[src/rtl/reg_bank_arbiter.sv]
// Two-requester round-robin write arbiter in front of a small register bank.
// One write per grant; grants alternate under contention, bank is read combinationally.
module reg_bank_arbiter #(
  parameter int unsigned DATA_W = 16,
  parameter int unsigned NREG   = 4,
  localparam int unsigned AddrW = (NREG > 1) ? $clog2(NREG) : 1
) (
  input  logic              clk,
  input  logic              rst,
  input  logic              req0,
  input  logic [AddrW-1:0]  addr0,
  input  logic [DATA_W-1:0] wdata0,
  output logic              gnt0,
  input  logic              req1,
  input  logic [AddrW-1:0]  addr1,
  input  logic [DATA_W-1:0] wdata1,
  output logic              gnt1,
  input  logic [AddrW-1:0]  raddr,
  output logic [DATA_W-1:0] rdata,
  output logic              busy,
  output logic [7:0]        wr_count
);

  typedef enum logic [0:0] {StIdle, StWrite} state_e;

  state_e              state_q, state_d;
  logic                gnt0_q, gnt0_d;
  logic                gnt1_q, gnt1_d;
  logic                busy_q, busy_d;
  logic                last_q, last_d;
  logic [AddrW-1:0]    addr_q, addr_d;
  logic [DATA_W-1:0]   data_q, data_d;
  logic [7:0]          cnt_q, cnt_d;
  logic [DATA_W-1:0]   regs_q [NREG];
  logic [DATA_W-1:0]   regs_d [NREG];
  logic                winner;

  // Under contention the requester that did not win last time goes next.
  assign winner = (req0 && req1) ? ~last_q : req1;

  always_comb begin
    state_d = state_q;
    gnt0_d  = 1'b0;
    gnt1_d  = 1'b0;
    busy_d  = 1'b0;
    last_d  = last_q;
    addr_d  = addr_q;
    data_d  = data_q;
    cnt_d   = cnt_q;
    regs_d  = regs_q;
    unique case (state_q)
      StIdle: begin
        if (req0 || req1) begin
          state_d = StWrite;
          last_d  = winner;
          addr_d  = winner ? addr1 : addr0;
          data_d  = winner ? wdata1 : wdata0;
          gnt0_d  = ~winner;
          gnt1_d  = winner;
          busy_d  = 1'b1;
        end
      end
      StWrite: begin
        if (int'(addr_q) < int'(NREG)) begin
          regs_d[addr_q] = data_q;
        end
        cnt_d   = cnt_q + 8'd1;
        state_d = StIdle;
      end
      default: state_d = StIdle;
    endcase
  end

  always_ff @(posedge clk) begin
    if (rst) begin
      state_q <= StIdle;
      gnt0_q  <= 1'b0;
      gnt1_q  <= 1'b0;
      busy_q  <= 1'b0;
      last_q  <= 1'b1;
      addr_q  <= '0;
      data_q  <= '0;
      cnt_q   <= '0;
      for (int i = 0; i < int'(NREG); i++) begin
        regs_q[i] <= '0;
      end
    end else begin
      state_q <= state_d;
      gnt0_q  <= gnt0_d;
      gnt1_q  <= gnt1_d;
      busy_q  <= busy_d;
      last_q  <= last_d;
      addr_q  <= addr_d;
      data_q  <= data_d;
      cnt_q   <= cnt_d;
      for (int i = 0; i < int'(NREG); i++) begin
        regs_q[i] <= regs_d[i];
      end
    end
  end

  assign gnt0     = gnt0_q;
  assign gnt1     = gnt1_q;
  assign busy     = busy_q;
  assign wr_count = cnt_q;
  assign rdata    = (int'(raddr) < int'(NREG)) ? regs_q[raddr] : '0;

endmodule

[config.mk]
export PLATFORM = sky130hd
export DESIGN_NAME = reg_bank_arbiter
export DESIGN_NICKNAME = d
export VERILOG_FILES = /design/src/rtl/reg_bank_arbiter.sv
export SDC_FILE = /design/constraint.sdc
export NUM_CORES = 1
export LEC_CHECK = 0
export BUFFER_PORTS_ARGS = -buffer_cell sky130_fd_sc_hd__buf_2
export CORE_MARGIN = 2
export CORE_UTILIZATION = 55
export CTS_CLUSTER_SIZE = 25
export DETAILED_ROUTE_END_ITERATION = 10
export PLACE_DENSITY = 0.76
export SETUP_SLACK_MARGIN = 0.4
export SLEW_MARGIN = 10
export SYNTH_ARGS = -nofsm -noshare
export SYNTH_HDL_FRONTEND = slang
export SYNTH_SLANG_ARGS = --single-unit
[constraint.sdc]
create_clock -name clk -period 1.8 [get_ports clk]
set_clock_uncertainty 0.2 [all_clocks]
set_input_delay 0.18 -clock clk [delete_from_list [all_inputs] [get_ports clk]]
set_output_delay 0.18 -clock clk [all_outputs]
set_load 0.03 [all_outputs]
# Word-level counts from Yosys, hierarchy flattened
# Cells that the tools add are included.
word_totals:
  regBits: 95
  inputBits: 42
  out_inout_bits: 27
  word_cells: 39
classes:
  add_sub_neg: 1
  magnitude_cmp: 3
  n_mux: 11
  bitwise_logic: 6
  reduce_logical: 6
op_table:
  columns: ["op", "count"]
  rows:
  - ["$bwmux 64", 1]
  - ["$mux 16", 4]
  - ["$bmux 16 s2", 1]
  - ["$demux 16 s2", 1]
  - ["$add 8x1->8 const B", 1]
  - ["$ge 3x3->1 const B", 2]
  - ["$not 2->3", 2]
  - ["$not 1->1", 4]
  - ["$lt 3x1->1 const B", 1]
  - ["$reduce_or 3->1", 1]
  - ["$logic_and 1x1->1", 2]
  - ["$mux 1", 2]
  - ["$mux 2", 1]
  - ["$pmux 1 s2", 1]
  - ["$reduce_and 2->1", 1]
  - ["$reduce_or 2->1", 1]
  - ["$logic_or 1x1->1", 1]

# Longest topological paths before layout
# Gate-level depths: netlist of the first run.
logic_depth:
  ltp_word: 6
  ltp_mapped: 6
  ltp_nobuf: 4

# Worst setup path before layout of the first run
# Ideal clock, no wire load.
synth_timing:
  path_type: "reg2reg"
  from: "register cnt_q[0] (netlist: wr_count[0])"
  to: "register cnt_q[6] (netlist: wr_count[6])"
  setup_time_ns: 0.070
  t_arrival_ns: 1.417
  t_required_ns: 1.530
  setup_slack_ns: 0.112
  path_stages_with_launch: 5
  path_buffers: 0
  path_cell_list: "dfxtp_1 ha_1 nand4_2 or3_1 a21oi_1"
synth_via:
  elab_chain_cells: 1
synth_lines:
  columns: ["item", "line", "source"]
  rows:
  - ["from (decl)", "33", "logic [7:0] cnt_q, cnt_d;"]
  - ["from (signal assigned)", "95", "cnt_q <= cnt_d;"]
  - ["$add 8x1->8", "67", "cnt_d = cnt_q + 8'd1;"]
# No other way between the ends.
# A chain may end at the register's enable or synchronous reset.

# Final worst setup path of the first run
layout_timing:
  from: "register regs_q[61] (netlist name)"
  to: "output rdata[13]"
layout_via:
  elab_chain_cells: 3
layout_lines:
  columns: ["item", "line", "source"]
  rows:
  - ["from (decl)", "34", "logic [DATA_W-1:0] regs_q [NREG];"]
  - ["from (signal, indexed assignment)", "97", "regs_q[i] <= regs_d[i];"]
  - ["$bmux 16 s2", "106", "assign rdata = (int'(raddr) < int'(NREG)) ? regs_q[raddr] : '0;"]
  - ["$mux 16 (not written as such) (2 in series)", "106", null]
  - ["to (decl)", "19", "output logic [DATA_W-1:0] rdata,"]
# No other way between the ends. The select of a mux whose other input is x is not followed.

==> impl_metrics.ini, run 1 <==
[cells_and_area]
finalInstanceArea_um2 = 6306
insertedDiodeCount = 0
final_cell_mix = nand2_1 (76), dfxtp_1 (61), a21oi_2 (53), buf_2 (51), nand2_4 (38)
seq_area_um2 = 1938
area_growth_pct = 60.97
multi_input_area_um2 = 2630
fillerInstances = 205
nets = 592
final_common_cell = nand2_1
drive_gt1_share_pct = 61.73
instances_no_fill = 650

[global_routing]
grt_antenna_before_repair = 1
grt_pass1_vias = 3718
grt-ovfl-total = 0
grt_max_degree = 37
grt_pass1_wl_um = 19150
grtUsageTotal_pct = 32.55

[clocking]
root_buffer = clkbuf_8
clkSlewWorstSetupHoldPaths_ns = 0.10
insertion_delay_ns = 0.38
cts_tree = yes
cts.sinks = 94
numCtsBuffers = 9
htreeDepth = 3
clock_path_buffers = 2

[critical_path]
worstPathArrival_ns = 1.50
cp-start-kind = flip-flop
crit_fanout = 2
crit_path_end_kind = output pin
critPathKind = flip-flop to output pin
required_ns = 1.42

[yosys]
ys_ff_latch = 94
ys_types = 32
seq_area_frac_synth_pct = 48.04
synth-edff-count = 0
syn_avg_cell_area_um2 = 9.006
synth_cells = 435
syn_nets = 478
syn-cell-area_um2 = 3918
synthArstFlopShare_pct = 0
synth_warnings = 0
ys.flop_type = dfxtp_1

[run]
cap_violations = 0

[die]
die_w_um = 88.40
core_area_um2 = 6832
die_y_um = 88.40
start_util_pct = 57.34
die_area_um2 = 7814
num_rows = 30
ioPinCount = 69

[sta]
drv_slew = 0
fin_crit_sh_pct = 104.3
holdWs_ns = -0.002918
slew_headroom_pct = 40.74
hold_violations = 1
fin_ws_ns = -0.07688
worst_pin_slew_ns = 0.8889
setup_violations = 1
final.min_clock_period_ns = 1.877
fmax_ghz = 0.5328
rsz0062_at_grt = true

[drt]
ant_nets = 0
avgViaCountPerCell = 6.700
drt-wirelength-per-cell_um = 27.33
drc_errors = 0
vias = 4355
wirelength_um = 17770
first_iter_violations = 571
drtPass1Iterations = 9

[power_and_ir_drop]
p_leak_nw = 2.714
power_density_nw_per_um2 = 784.3
ir_drop_mv = 0.5096

[placed_design]
io_buffers = 68
dp_cells = 578
routabilityCongestion = 0.7618
placed_cell_area_um2 = 4375
dp.final_hpwl_um = 5682
dpl_worst_slack_ns = 0.2404

[status]
violations = hold timing, setup timing
outcome = finished, violations left

[min_path]
hp-class = input port to flip-flop
-- sequential cells by signal, summed over array words and instances (netlist names) --
name and count:
addr_q 2, data_q 16, gnt0 1, gnt1 1, last_q 1, regs_q 64, state_q 1, wr_count 8
-- area by class of cell --
| type | instances | area share (%) |
|---|---|---|
| clock inverter | 4 | 0.8135 |
| multi-input combinational | 306 | 41.71 |
| sequential | 94 | 30.73 |
| clock buffer | 12 | 2.798 |
| timing repair buffer | 138 | 22.04 |
| tap | 96 | 1.905 |
-- critical path, cell delays in order, from the launching register on --
cell	delay, ns
dfxtp_1	0.38
mux4_2	0.57
buf_6	0.18
-- path summary, 6_finish.rpt --
check / start / endpoint / slack (ns) / cells after the start
max reg2reg: state_q$_SDFF_PP0_ / regs_q[18]$_SDFFE_PP0P_ / 0.05 / 7
max: regs_q[61]$_SDFFE_PP0P_ / rdata[13] / -0.08 / 2
min reg2reg: regs_q[49]$_SDFFE_PP0P_ / regs_q[49]$_SDFFE_PP0P_ / 0.27 / 2
min: wdata0[2] / data_q[2]$_SDFFE_PP0P_ / -0.003 / 3
-- cell families (layout without fill, tap and decap cells) --
family	count (synthesis)	count (layout)	share of synthesized area, %
AO/OA/AOI/OAI	92	92	13.38
XOR/XNOR	4	4	0.8944
adder cells (fa/ha/maj)	1	1	0.3193
buffers and inverters	35	154	4.855
flip-flops	94	94	48.04
multiplexers	35	35	14.05
AND/OR/NAND/NOR	174	174	18.46
-- layer usage --
metal	GRT usage [%]	wire [µm]	vias to the layer above
li1	-	-	1724
met1	41.76	6223	2052
met2	53.25	8135	439
met3	7.649	2252	140
met4	13.22	1153	0
met5	0	0	-
-- per-stage QoR --
step	TNS [ns]	hold WS, ns	util [%]	total power [mW]
after floorplan	0	0.1965	-	2.609
after global placement	0	0.2400	64.05	2.730
after detailed placement	0	0.2470	64.05	2.747
after CTS	0	0.001586	80.81	4.551
after global routing	-0.09573	0.01876	92.31	5.031
final	-0.07688	-0.002918	92.31	4.946
-- cell usage after synthesis (2+ instances only) --
cell type	number	area, µm²
nand2_1	132	495.5
o21ai_0	2	10.01
dfxtp_1	94	1882
a211oi_1	18	135.1
nand3b_1	2	15.01
buf_6	2	22.52
and3b_1	2	17.52
buf_4	6	45.04
mux4_2	16	360.4
a21oi_1	67	335.3
clkbuf_1	10	37.54
or3_1	2	12.51
buf_2	17	85.08
xor2_1	3	26.28
mux2i_1	19	190.2
nand4_1	3	18.77
nor2_1	25	93.84
-- report_power, final --
group | leakage, nW | switching (mW) | internal (mW)
clock network | 0.114 | 0.812 | 0.804
registers | 0.782 | 0.174 | 2.16
logic | 1.82 | 0.512 | 0.485
-- what timing repair did --
item,in CTS,in global routing
hold buffers,13,0
gates resized for setup,121,203
setup endpoints to repair,60,108
buffers inserted,23,8
cloned,9,3
hold endpoints to repair,9,0
pin swaps,17,60
(Power assumes the default switching activity.)
==> run 2: changes to the inputs <==
--- a/config.mk
+++ b/config.mk
@@ -8,10 +8,13 @@
 export BUFFER_PORTS_ARGS = -buffer_cell sky130_fd_sc_hd__buf_2
 export CORE_MARGIN = 2
 export CORE_UTILIZATION = 55
+export CTS_BUF_LIST = sky130_fd_sc_hd__clkbuf_8
+export CTS_CLUSTER_DIAMETER = 60
 export CTS_CLUSTER_SIZE = 25
 export DETAILED_ROUTE_END_ITERATION = 10
 export PLACE_DENSITY = 0.76
 export SETUP_SLACK_MARGIN = 0.4
+export SKIP_LAST_GASP = 1
 export SLEW_MARGIN = 10
 export SYNTH_ARGS = -nofsm -noshare
 export SYNTH_HDL_FRONTEND = slang
==> run 2 against run 1 <==
The flow still finishes with violations (hold timing, setup timing). Die area unchanged. Largest cell class unchanged. Non-clock buffer count is the same. Combinational power down 2.4%. Clock power up 4%. Global-route usage shrank 0.13 points. Critical path depth unchanged. Sequential power barely moved. Critical path type unchanged.
==> impl_metrics.ini, run 2 (synthesis results as in run 1) <==
[sta]
holdWs_ns = -0.005947
drv_slew = 0
fin_crit_sh_pct = 100.9
slew_headroom_pct = 40.48
final.min_clock_period_ns = 1.815
fmax_ghz = 0.5508
rsz0062_at_grt = true
setup_violations = 1
worst_pin_slew_ns = 0.8928
fin_ws_ns = -0.01543
hold_violations = 1

[cells_and_area]
largest_register_ffs = 64
insertedDiodeCount = 0
drive_gt1_share_pct = 61.37
nets = 592
largest_register = regs_q
final_common_cell = nand2_1
area_growth_pct = 60.17
final_cell_mix = nand2_1 (75), dfxtp_1 (61), a21oi_2 (52), buf_2 (50), nand2_4 (36)

[power_and_ir_drop]
ir_drop_mv = 0.7925
p_clk_share_pct = 33.6
power_density_nw_per_um2 = 794.0
totalPowerFinal_mw = 4.982
p_leak_nw = 2.709
power_switching_mw = 1.486
power.share.combinational_pct = 19.5
p_sw_share_pct = 29.83
p_int_mw = 3.496
p_seq_share_pct = 46.8

[placed_design]
routabilityCongestion = 0.7618
dp.final_hpwl_um = 5682
io_buffers = 68
dpl_worst_slack_ns = 0.2404

[critical_path]
crit_buf_inv = 1
worstPathArrival_ns = 1.44
crit_fanout = 2
crit_slowest_cell = mux4_2
crit_path_end_kind = output pin
cp-start-kind = flip-flop
required_ns = 1.42
critPathKind = flip-flop to output pin
crit_family = multiplexers
crit_chain = mux4_2, buf_6
slowest_delay_ns = 0.53

[clocking]
htreeDepth = 3
numCtsBuffers = 9
clkSlewWorstSetupHoldPaths_ns = 0.10
clock_path_buffers = 2
insertion_delay_ns = 0.39
cts_tree = yes
root_buffer = clkbuf_8
cts.sinks = 94

[min_path]
hp-class = input port to flip-flop

[die]
ioPinCount = 69
num_rows = 30
die_area_um2 = 7814
start_util_pct = 57.34
die_y_um = 88.40
die_w_um = 88.40
core_area_um2 = 6832

[status]
outcome = finished, violations left
violations = hold timing, setup timing

[drt]
drt-wirelength-per-cell_um = 26.76
avgViaCountPerCell = 6.717
ant_nets = 0
first_iter_violations = 774
drc_errors = 0
vias = 4366
wirelength_um = 17390
drtPass1Iterations = 6

[run]
cap_violations = 0

[global_routing]
grt_antenna_before_repair = 0
grtUsageTotal_pct = 32.42
grt_pass1_wl_um = 18980
grt-ovfl-total = 0
grt_max_degree = 37
grt_pass1_vias = 3750
[run 2: cell count changes in the layout (fill, tap and decap cells not counted), sizes merged]
cell	before	now
bufinv	1	2
clkbuf	12	11
[run 2: path summary, 6_finish.rpt]
path | startpoint | end | slack, ns | depth (start not counted)
max | regs_q[14]$_SDFFE_PP0P_ | rdata[14] | -0.02 | 2
min | req1 | state_q$_SDFF_PP0_ | -0.006 | 3
max reg2reg | state_q$_SDFF_PP0_ | regs_q[23]$_SDFFE_PP0P_ | 0.13 | 7
min reg2reg | regs_q[49]$_SDFFE_PP0P_ | regs_q[49]$_SDFFE_PP0P_ | 0.26 | 2
[run 2: worst min-delay path: stages]
cell and delay [ns]:
buf_2 0.14, o21bai_4 0.10, nor2_1 0.12
[run 2: timing repair]
item | CTS | global route
gates cloned | 9 | 3
setup buffers | 23 | 8
setup endpoints to repair | 59 | 108
hold endpoints to repair | 9 | 0
pin swaps | 17 | 64
hold buffers | 13 | 0
resized for setup | 118 | 202
[run 2: power by group through the flow]
| stage | combinational [mW] | sequential (mW) | clock, mW |
|---|---|---|---|
| after floorplan | 0.334 | 2.28 | 0 |
| after global placement | 0.434 | 2.30 | 0 |
| after detailed placement | 0.446 | 2.30 | 0 |
| after CTS | 0.759 | 2.25 | 1.59 |
| after global routing | 0.996 | 2.34 | 1.72 |
| final | 0.973 | 2.33 | 1.68 |
[run 2: layout make-up]
cell class | count | area [µm²]
multi-input combinational | 306 | 2596
sequential | 94 | 1938
timing repair buffer | 138 | 1388
fill | 202 | 556.8
clock buffer | 11 | 151.4
tap | 96 | 120.1
clock inverter | 5 | 81.33
[run 2: metal layers]
layer	global-route usage [%]	part of all wire, %	wire length, µm
met3	6.063	11	1873
met1	39.39	36	6282
met4	15.70	7.0	1225
met5	0	0	0
met2	55.43	46	8009
[run 2: through the flow]
stage               hold WS, ns  util, %  instances   TNS [ns]  cell area (µm²)
finish                -0.005947    91.85        650   -0.01543             6275
global placement         0.2400    64.05        578          0             4375
detailed placement       0.2470    64.05        578          0             4375
global route            0.01517    91.85        650  -0.003803             6275
floorplan                0.1965        -        435          0             3983
CTS                    0.001586    80.75        639          0             5517
